$ cat src/rtl/muldiv_unit_pkg.sv
// Shared types for the multiply/divide unit: RV32M op encoding, FSM states, 32-bit word types.
package muldiv_unit_pkg;

  // Values follow RV32M funct3; bit 2 set means a divide-class op.
  typedef enum logic [2:0] {
    OP_MUL    = 3'd0,
    OP_MULH   = 3'd1,
    OP_MULHSU = 3'd2,
    OP_MULHU  = 3'd3,
    OP_DIV    = 3'd4,
    OP_DIVU   = 3'd5,
    OP_REM    = 3'd6,
    OP_REMU   = 3'd7
  } muldiv_op_t;

  typedef enum logic [1:0] {
    ST_IDLE = 2'd0,
    ST_BUSY = 2'd1,
    ST_DONE = 2'd2
  } muldiv_state_t;

  typedef logic [31:0]        word_t;
  typedef logic signed [31:0] signed_word_t;

endpackage

$ cat src/rtl/muldiv_step.sv
// One BUSY-cycle radix step, combinational, retiring STEP_BITS bits.
// Divide: restoring, with hi = partial remainder and lo = dividend/quotient. Multiply: shift-add, with {hi,lo} = product/multiplier.
module muldiv_step #(
  parameter int XLEN      = 32,
  parameter int STEP_BITS = 1
) (
  input  logic            is_div,
  input  logic [XLEN-1:0] hi,
  input  logic [XLEN-1:0] lo,
  input  logic [XLEN-1:0] b,
  output logic [XLEN-1:0] hi_nxt,
  output logic [XLEN-1:0] lo_nxt
);

  logic [XLEN-1:0] h, l;
  logic [XLEN:0]   r, s;

  always_comb begin
    h = hi;
    l = lo;
    r = '0;
    s = '0;
    for (int i = 0; i < STEP_BITS; i++) begin
      if (is_div) begin
        r = {h, l[XLEN-1]};
        l = {l[XLEN-2:0], 1'b0};
        if (r >= {1'b0, b}) begin
          r    = r - {1'b0, b};
          l[0] = 1'b1;
        end
        h = r[XLEN-1:0];
      end else begin
        s = {1'b0, h} + (l[0] ? {1'b0, b} : '0);
        h = s[XLEN:1];
        l = {s[0], l[XLEN-1:1]};
      end
    end
    hi_nxt = h;
    lo_nxt = l;
  end

endmodule

$ cat src/rtl/muldiv_unit.sv
// Iterative RV32M mul/div: latency XLEN/STEP_BITS+1, or 1 for early-outs; holds the result until out_ready; in_ready only in IDLE.
// SARATOGA_FAST_MUL_EN selects a single-cycle combinational multiply in place of the iterative path.
module muldiv_unit
  import muldiv_unit_pkg::*;
#(
  parameter int XLEN      = 32,
  parameter int STEP_BITS = 1
) (
  input  logic            clk,
  input  logic            rst,
  input  logic            flush,
  input  logic            in_valid,
  output logic            in_ready,
  input  muldiv_op_t      op,
  input  logic [XLEN-1:0] src1,
  input  logic [XLEN-1:0] src2,
  output logic            out_valid,
  input  logic            out_ready,
  output logic [XLEN-1:0] result,
  output logic            zero
);

  localparam int NSTEPS = XLEN / STEP_BITS;
  localparam int CW     = $clog2(NSTEPS + 1);

  muldiv_state_t   state_q, state_d;
  muldiv_op_t      op_q;
  logic [XLEN-1:0] hi_q, lo_q, b_q, hi_nxt, lo_nxt, result_q;
  logic [CW-1:0]   cnt_q;
  logic            neg_q;

  logic            accept, last_step, op_div, op_rem, s1_neg, s2_neg, early;
  logic [XLEN-1:0] src1_mag, src2_mag, early_val, busy_val;

  // Sign fix-up of the full double-width product, then pick low or high half.
  function automatic logic [XLEN-1:0] mul_pick(muldiv_op_t o, logic [2*XLEN-1:0] p, logic n);
    logic [2*XLEN-1:0] f;
    f = n ? -p : p;
    return (o == OP_MUL) ? f[XLEN-1:0] : f[2*XLEN-1:XLEN];
  endfunction

  assign accept    = in_valid && in_ready && !flush;
  assign last_step = (cnt_q == CW'(1));
  assign op_div    = op[2];
  assign op_rem    = op[2] && op[1];

  // MUL treats operands as unsigned: the low half of the product is sign-agnostic.
  always_comb begin
    s1_neg = 1'b0;
    s2_neg = 1'b0;
    case (op)
      OP_MULH, OP_DIV, OP_REM: begin
        s1_neg = src1[XLEN-1];
        s2_neg = src2[XLEN-1];
      end
      OP_MULHSU: s1_neg = src1[XLEN-1];
      default: ;
    endcase
  end

  assign src1_mag = s1_neg ? -src1 : src1;
  assign src2_mag = s2_neg ? -src2 : src2;

`ifdef SARATOGA_FAST_MUL_EN
  logic [2*XLEN-1:0] fast_prod;
  assign fast_prod = {{XLEN{1'b0}}, src1_mag} * {{XLEN{1'b0}}, src2_mag};
`endif

  always_comb begin
    early     = 1'b0;
    early_val = '0;
    if (op_div) begin
      if (src2 == '0) begin
        early     = 1'b1;
        early_val = op_rem ? src1 : '1;
      end else if ((op == OP_DIV || op == OP_REM) &&
                   src1 == {1'b1, {(XLEN-1){1'b0}}} && src2 == '1) begin
        early     = 1'b1;
        early_val = op_rem ? '0 : src1;
      end
    end else begin
`ifdef SARATOGA_FAST_MUL_EN
      early     = 1'b1;
      early_val = mul_pick(op, fast_prod, s1_neg ^ s2_neg);
`else
      if (src1 == '0 || src2 == '0) early = 1'b1;
`endif
    end
  end

  muldiv_step #(.XLEN(XLEN), .STEP_BITS(STEP_BITS)) u_step (
    .is_div (op_q[2]),
    .hi     (hi_q),
    .lo     (lo_q),
    .b      (b_q),
    .hi_nxt (hi_nxt),
    .lo_nxt (lo_nxt)
  );

  assign busy_val = !op_q[2] ? mul_pick(op_q, {hi_nxt, lo_nxt}, neg_q) :
                    op_q[1]  ? (neg_q ? -hi_nxt : hi_nxt) :
                               (neg_q ? -lo_nxt : lo_nxt);

  always_ff @(posedge clk) begin
    if (rst) state_q <= ST_IDLE;
    else     state_q <= state_d;
  end

  always_comb begin
    state_d = state_q;
    case (state_q)
      ST_IDLE: if (accept)    state_d = early ? ST_DONE : ST_BUSY;
      ST_BUSY: if (last_step) state_d = ST_DONE;
      ST_DONE: if (out_ready) state_d = ST_IDLE;
      default:                state_d = ST_IDLE;
    endcase
    if (flush) state_d = ST_IDLE;
  end

  always_comb begin
    in_ready  = (state_q == ST_IDLE);
    out_valid = (state_q == ST_DONE);
  end

  always_ff @(posedge clk) begin
    if (rst) begin
      op_q     <= OP_MUL;
      hi_q     <= '0;
      lo_q     <= '0;
      b_q      <= '0;
      cnt_q    <= '0;
      neg_q    <= 1'b0;
      result_q <= '0;
    end else if (!flush) begin
      if (accept) begin
        op_q  <= op;
        hi_q  <= '0;
        cnt_q <= CW'(NSTEPS);
        neg_q <= op_rem ? s1_neg : (s1_neg ^ s2_neg);
        lo_q  <= op_div ? src1_mag : src2_mag;
        b_q   <= op_div ? src2_mag : src1_mag;
        if (early) result_q <= early_val;
      end else if (state_q == ST_BUSY) begin
        hi_q  <= hi_nxt;
        lo_q  <= lo_nxt;
        cnt_q <= cnt_q - CW'(1);
        if (last_step) result_q <= busy_val;
      end
    end
  end

  assign result = result_q;
  assign zero   = (result_q == '0);

endmodule

$ cat config.mk
export PLATFORM = sky130hd
export DESIGN_NAME = muldiv_unit
export DESIGN_NICKNAME = d
export VERILOG_FILES = /design/src/rtl/muldiv_unit_pkg.sv /design/src/rtl/muldiv_step.sv /design/src/rtl/muldiv_unit.sv
export SDC_FILE = /design/constraint.sdc
export NUM_CORES = 1
export LEC_CHECK = 0
export ABC_AREA = 0
export CELL_PAD_IN_SITES_DETAIL_PLACEMENT = 0
export CELL_PAD_IN_SITES_GLOBAL_PLACEMENT = 1
export CORE_UTILIZATION = 45
export DETAILED_ROUTE_END_ITERATION = 7
export PLACE_DENSITY = 0.89
export SETUP_SLACK_MARGIN = 0.15
export SLEW_MARGIN = 40
export SYNTH_ARGS = -nofsm -noshare
export SYNTH_HDL_FRONTEND = slang
export SYNTH_SLANG_ARGS = --single-unit
export TNS_END_PERCENT = 30
$ cat constraint.sdc
create_clock -name clk -period 7.2 [get_ports clk]
set_input_delay 2.16 -clock clk [delete_from_list [all_inputs] [get_ports clk]]
set_output_delay 2.16 -clock clk [all_outputs]
set_load 0.01 [all_outputs]
==> results by group, run 1 <==
Setup path
  – Critical path's slowest cell: or4_1
  – CP Data Required Time: 7570 ps
  – CP Class: in -> reg
  – WP data arrival: 6580 ps
  – Critical path endpoint category: flop
  – Worst setup SP type: input pin
  – Ordered list of cells on the worst path: clkdlybuf4s50_1 > or4_1 > nor4_1 > nor4b_1 > and3_1 > nand2_1 > o21ai_1 > a21o_1 > buf_4 > nand4_1 > nor3_1 > nand3_1 > o21a_1
  – Buffers & Inverters on Critical Path: 2
  – CP top delay family: simple AND/OR/NAND/NOR gates
  – Worst path max stage delay: 620 ps
  – Worst-path fanout max: 20

STA
  – Final hold slack: around 470 ps
  – Fmax: 161 MHz
  – Worst-margin pin slew: a little over 900 ps
  – Setup WS post-layout: 989 ps
  – # setup viols final: 0
  – Crit share post-route: 86.3%
  – Setup TNS: 0 ps
  – Period minus WS final: 6210 ps
  – Max-slew headroom: 38.6%
  – RSZ-0062 raised after global routing: false
  – Hold Vio Cnt, Final: 0
  – Clk_skew: 15.6 ps
  – Slew Limit Fails: 0

Placed design
  – Detailed Place HPWL: 58,600 um
  – DP Worst Slack: 654 ps
  – Routability cong.: 1.03
  – PortBufs: 106

Clock tree
  – Clock sink count: 140
  – Clock latency at the later pin of the worst-skew pair: 480 ps
  – Setup Fix Bufs, Post-CTS: 0
  – Max H-tree Level: 4
  – Worst-path clk slew: 60 ps
  – Resized Gates After CTS: 0
  – Clk root buf: clkbuf_16
  – CTS tree: built
  – Cts hold-fix bufs: 0
  – CTS Buf Count: 17
  – Max clock buf depth: 2

Global routing
  – Total GRT Usage: between 30% and 40%
  – Overflow after GRT: 0
  – First-pass GRT wire length: 112,000 um
  – Largest net degree at the start of global routing: between 90 and 100
  – Initial antenna violation count: 0
  – Vias in the first global route: approximately 18,000

Routing
  – Drt pass-1 iters: 7
  – Wire per inst: 26.0 um
  – Vias: 19,847
  – Vias per inst: 6.83
  – DR iter-0 viols: 2,797
  – DRT antenna net count: 0
  – Drc violations: 0
  – Final WL: 75,600 um

Floorplanning
  – Die footprint: between 30,000 and 40,000 um^2
  – Die W: between 150 and 200 um
  – FP Rows: 70
  – CORE AREA: 36,700 um^2
  – Die Height: 195 um
  – Initial Util: between 40 and 50%
  – # IOs: roughly 110

Power
  – Total power: ~2900 uW
  – Power Density: 154 nW/um^2
  – VDD IR max: 179 uV
  – Pleak: 0.00706 uW

Synth
  – Synth area leaders: dfxtp_1 (17%), nor2_1 (6.6%), a21oi_1 (6.4%)
  – Synthesized area per cell: 6.96 um^2
  – Synth cell count leaders: nor2_1 (295), a21oi_1 (216), nand2_1 (201), dfxtp_1 (140), o21ai_0 (130)
  – Syn_nets: 2,564
  – Ys async rst share: 0%
  – Distinct cell type count after synthesis: 101
  – Part of the Yosys area used for sequential elements: 16.6%
  – Post-synth top flop: dfxtp_1
  – Yosys top cell by area: dfxtp_1
  – Mapped Cells: 2,419
  – Synth Register Bits: 140
  – Top-count cell post-synth: nor2_1
  – Synth Cell Area: 16,800 um^2
  – YS warnings: 0
  – Post-synth EDFFs: 0
  – Synth top area share: around 17%

Flow run
  – Max-cap violations: 0

Cells and area
  – Ant. Diodes: 0
  – Area growth, synth to finish: 11.7%
  – Share of layout cells above drive strength 1: 7.55%
  – Fillers: between 3,000 and 4,000
  – Area of the multi-input gates: 13,100 um^2
  – Reg area: 2810 um^2
  – Final nets: 2,570

Worst hold path
  – Hold WC Path Type: reg -> reg

Outcome
  – Outcome: finished, final reports clean
layout by cell type, fill, tap and decap left out, types with 9 or more instances in the layout:
cell	count
o31ai_1	27
nand2_1	201
a21oi_1	215
or2_2	10
or4_1	15
mux2i_1	43
nor4_1	39
clkdlybuf4s50_1	104
nor2_1	293
a22oi_1	39
o21ai_0	130
buf_4	55
mux2_2	19
o21bai_1	16
xor2_1	75
nand4_1	49
o21ai_1	12
and3_1	23
o2111ai_1	9
nand2b_1	11
o211ai_1	61
and4_1	9
a31oi_1	33
and2_1	44
o21a_1	22
nor3_1	84
ha_1	71
clkbuf_16	17
a211o_1	14
nor2b_1	17
xnor2_1	77
a21o_1	28
dfxtp_1	138
nand3_1	41
a211oi_1	58
a221oi_1	14
o221ai_1	15
or3_1	35
inv_1	69
cell families (layout without fill, tap and decap cells):
group / count (synthesis) / in the layout / synth area share, %
DFF: 140 / 140 / 16.6
muxes: 63 / 63 / 3.91
AOI/OAI and AO/OA: 823 / 823 / 33.1
xor gates and xnor gates: 152 / 152 / 7.90
and+or+nand+nor: 921 / 921 / 27.0
buffers and inverters: 247 / 265 / 6.01
adders and majority gates: 73 / 73 / 5.51
through the flow:
stage | std cells | area [um^2] | utilization, %
2_1_floorplan | 2419 | 16800 | -
5_1_grt | 2905 | 18800 | 51.3
4_1_cts | 2904 | 18800 | 51.2
6_report | 2905 | 18800 | 51.3
3_3_place_gp | 2873 | 18200 | 49.6
3_5_place_dp | 2873 | 18200 | 49.6
final cells by class:
| type | instances | area share (%) |
|---|---|---|
| tap | 468 | 3.11 |
| timing repair buffer | 163 | 7.98 |
| clock buffer | 18 | 2.33 |
| inverter | 71 | 1.42 |
| multi-input combinational | 2032 | 69.5 |
| clock inverter | 13 | 0.698 |
| sequential | 140 | 14.9 |
state kept, by name (all words and copies together), names as in the netlist:
register,cells
cnt_q,6
op_q,3
neg_q,1
b_q,32
lo_q,32
hi_q,32
result,32
state_q,2
final timing paths:
check,cells after the start,slack (ps),to,from
min,2,470,b_q[29],b_q[29]
min reg2reg,2,470,b_q[29],b_q[29]
max reg2reg,19,1080,result[28],b_q[4]
max,13,990,result[31],src1[8]
per-layer routing:
layer | vias to the layer above | global-route usage (%) | wire length [um]
met3 | 214 | 7.56 | 7820
met4 | 0 | 21.4 | 4480
met1 | 9398 | 51.5 | 30800
met2 | 1171 | 58.9 | 32400
met5 | - | 0 | 0
li1 | 9064 | - | -
power breakdown:
group | switching [uW] | internal, uW
clock | 411 | 490
sequential | 43.0 | 803
combinational | 766 | 378
worst register-to-register path: stages, from the launching register on:
cell and delay [ps]:
dfxtp_1 360, inv_1 60, ha_1 550, o2111ai_1 310, a2111oi_2 610, o211ai_1 180
buf_4 190, nand2_4 180, mux2_2 380, nand2_1 60, o21ai_0 180, inv_1 160
ha_1 200, inv_1 100, or4b_1 690, nor3_2 450, and3_1 370, o32ai_1 120
o41ai_1 680, a31oi_1 160
Note: power is estimated with default switching activity, not from simulation.
==> inputs of run 2 (changes only) <==
- PLACE_DENSITY: 0.89 -> not set
- PLACE_DENSITY_LB_ADDON: not set -> 0.1
==> run 2 against run 1 <==
Via count fell by 1.3%; largest cell class unchanged; first-iteration DRC count fell by 22%; total power rose by 1.2%; core utilization fell by 0.11 points; critical endpoint is now result[28]; clock power rose by 3.7%; wire length rose by 0.95%; flip-flop and latch count did not move; non-clock buffer count fell by 12; combinational power barely moved; final area fell by 0.21%; maximum frequency rose by 1.3%.
==> results by group, run 2 (synthesized netlist as in run 1, its figures left out) <==
Worst hold path
  – Hold Crit Depth: 2
  – Hold WC Path Type: reg -> reg
  – Hold_sp: b_q[25]
  – Hold path endpoint: b_q[25]

STA
  – Final hold slack: 466 ps
  – Hold Vio Cnt, Final: 0
  – Slew Limit Fails: 0
  – RSZ-0062 raised after global routing: false
  – Worst-margin pin slew: between 900 and 1000 ps
  – Clk_skew: around 13 ps
  – Period minus WS final: 6130 ps
  – Crit share post-route: 85.2%
  – Setup TNS: 0 ps
  – Fmax: ~160 MHz
  – # setup viols final: 0
  – Max-slew headroom: 37.5%

Cells and area
  – Fin area: 18,800 um^2
  – Reg area: 2810 um^2
  – Commonest non-fill, non-tap cell in the layout: nor2_1
  – Fin cells: 2,894
  – Commonest cells after routing, fill and taps aside: nor2_1 (289), a21oi_1 (215), nand2_1 (201)
  – Ant. Diodes: 0
  – Fillers: 3,755
  – Share of layout cells above drive strength 1: 7.42%
  – Area growth, synth to finish: 11.4%
  – Final nets: 2,558
  – Area of the multi-input gates: between 10,000 and 15,000 um^2

Flow run
  – Max-cap violations: 0

Routing
  – M1 WL: between 30,000 and 40,000 um
  – Drt pass-1 iters: 8
  – Vias: 19,593
  – Max layer used: met4
  – DR iter-0 viols: between 2,000 and 2,500
  – Met2 routed wirelength: 33,500 um
  – DRT antenna net count: 0
  – Drc violations: 0
  – Metal3 WL: around 6400 um
  – Final WL: between 70,000 and 80,000 um
  – Wire per inst: roughly 26 um
  – Vias per inst: between 6 and 7

Placed design
  – Area post-placement: 18,200 um^2
  – PortBufs: approximately 110
  – Detailed Place HPWL: 59,600 um
  – Placed Cells: roughly 2,900
  – Routability cong.: about 1.0

Setup path
  – WP data arrival: 6460 ps
  – Worst setup SP type: flop
  – CP Data Required Time: 7530 ps
  – R2R Setup Slk: 1070 ps
  – Critical path endpoint category: flop
  – Reg2Reg Depth: 20
  – CP Class: reg -> reg
  – RR Startpoint: b_q[11]
  – Reg-to-Reg End: result[28]
  – Worst-path fanout max: 10

Global routing
  – Largest net degree at the start of global routing: 88
  – First-pass GRT wire length: 114,000 um
  – Vias in the first global route: 17,916
  – Overflow after GRT: 0
  – Initial antenna violation count: 0
  – Total GRT Usage: 39.3%

Power
  – Total power: 2930 uW
  – VDD IR max: 181 uV
  – Power Density: 156 nW/um^2
  – Pleak: 0.00702 uW
  – Switch Pwr: about 1300 uW
  – Clk pwr share: 32.0%
  – Comb power frac: roughly two fifths
  – Sw Ratio: 42.8%
  – Internal Power: ~1700 uW
  – Sequential Power Share: 28.9%

Clock tree
  – CTS tree: built
  – Setup Fix Bufs, Post-CTS: 0
  – Cts hold-fix bufs: 0
  – Max H-tree Level: 4
  – Clock latency at the later pin of the worst-skew pair: 470 ps
  – CTS Buf Count: 17
  – Clock sink count: 140
  – Resized Gates After CTS: 0
  – Clk root buf: clkbuf_16
  – Max clock buf depth: 2
  – Worst-path clk slew: roughly 70 ps

Floorplanning
  – Initial Util: 45.9%
  – Die footprint: around 38,000 um^2
  – FP Rows: 70
  – # IOs: about 110
  – Die Height: a little under 200 um
  – Die W: 195 um
  – CORE AREA: 36,700 um^2

Outcome
  – Outcome: finished, final reports clean
## run 2: cell count changes in the layout (fill, tap and decap cells not counted), sizes merged
cell / previous run / this run
clkinv: 6 / 4
inv: 77 / 80
clkinvlp: 0 / 1
clkbuf: 18 / 17
buf: 59 / 47
## run 2: worst max-delay path by stage
stage | from | endpoint | slack (ps) | cells after the start
floorplan | src1[8] | result[29] | 1930 | 12
global placement | src1[8] | result[29] | 910 | 12
detailed placement | src1[8] | result[22] | 900 | 13
CTS | b_q[11] | result[28] | 1260 | 20
global route | src1[8] | result[29] | 760 | 12
finish | b_q[11] | result[28] | 1070 | 20
## run 2: layout make-up
class	instances	share of cell area (%)
clock buffer	17	2.27
timing repair buffer	151	7.50
inverter	71	1.42
clock inverter	15	0.913
tap	468	3.12
multi-input combinational	2032	69.8
sequential	140	15.0
## run 2: worst max-delay path, stage by stage (launching register included)
cell and delay, ps:
dfxtp_1 480, inv_1 80, ha_1 550, nand4_1 370, nor4_1 500, nand4_1 180, o2111a_1 240, nand2_4 180
mux2_2 360, nand2_1 60, o21ai_0 180, inv_1 170, ha_1 210, inv_1 100, or4b_1 610, nor3_2 460
and3_1 400, o32ai_1 120, o41ai_1 450, buf_4 210, a31oi_1 70
## run 2: power groups by stage
stage	clock [uW]	combinational, uW	sequential [uW]
4_1_cts	938	1110	845
5_1_grt	975	1210	850
3_5_place_dp	0	1100	863
3_3_place_gp	0	1090	862
6_report	935	1140	847
2_1_floorplan	0	713	839
## run 2: metal layers
layer	vias up	GRT usage, %
met2	938	61.8
met5	-	0
li1	9044	-
met4	0	22.6
met3	204	7.72
met1	9407	50.1
## run 2: stage by stage
step                setup slack, ps  utilization (%)
detailed placement              899             49.5
floorplan                      1930                -
global route                    763             51.2
finish                         1070             51.2
CTS                            1260             51.1
global placement                914             49.4
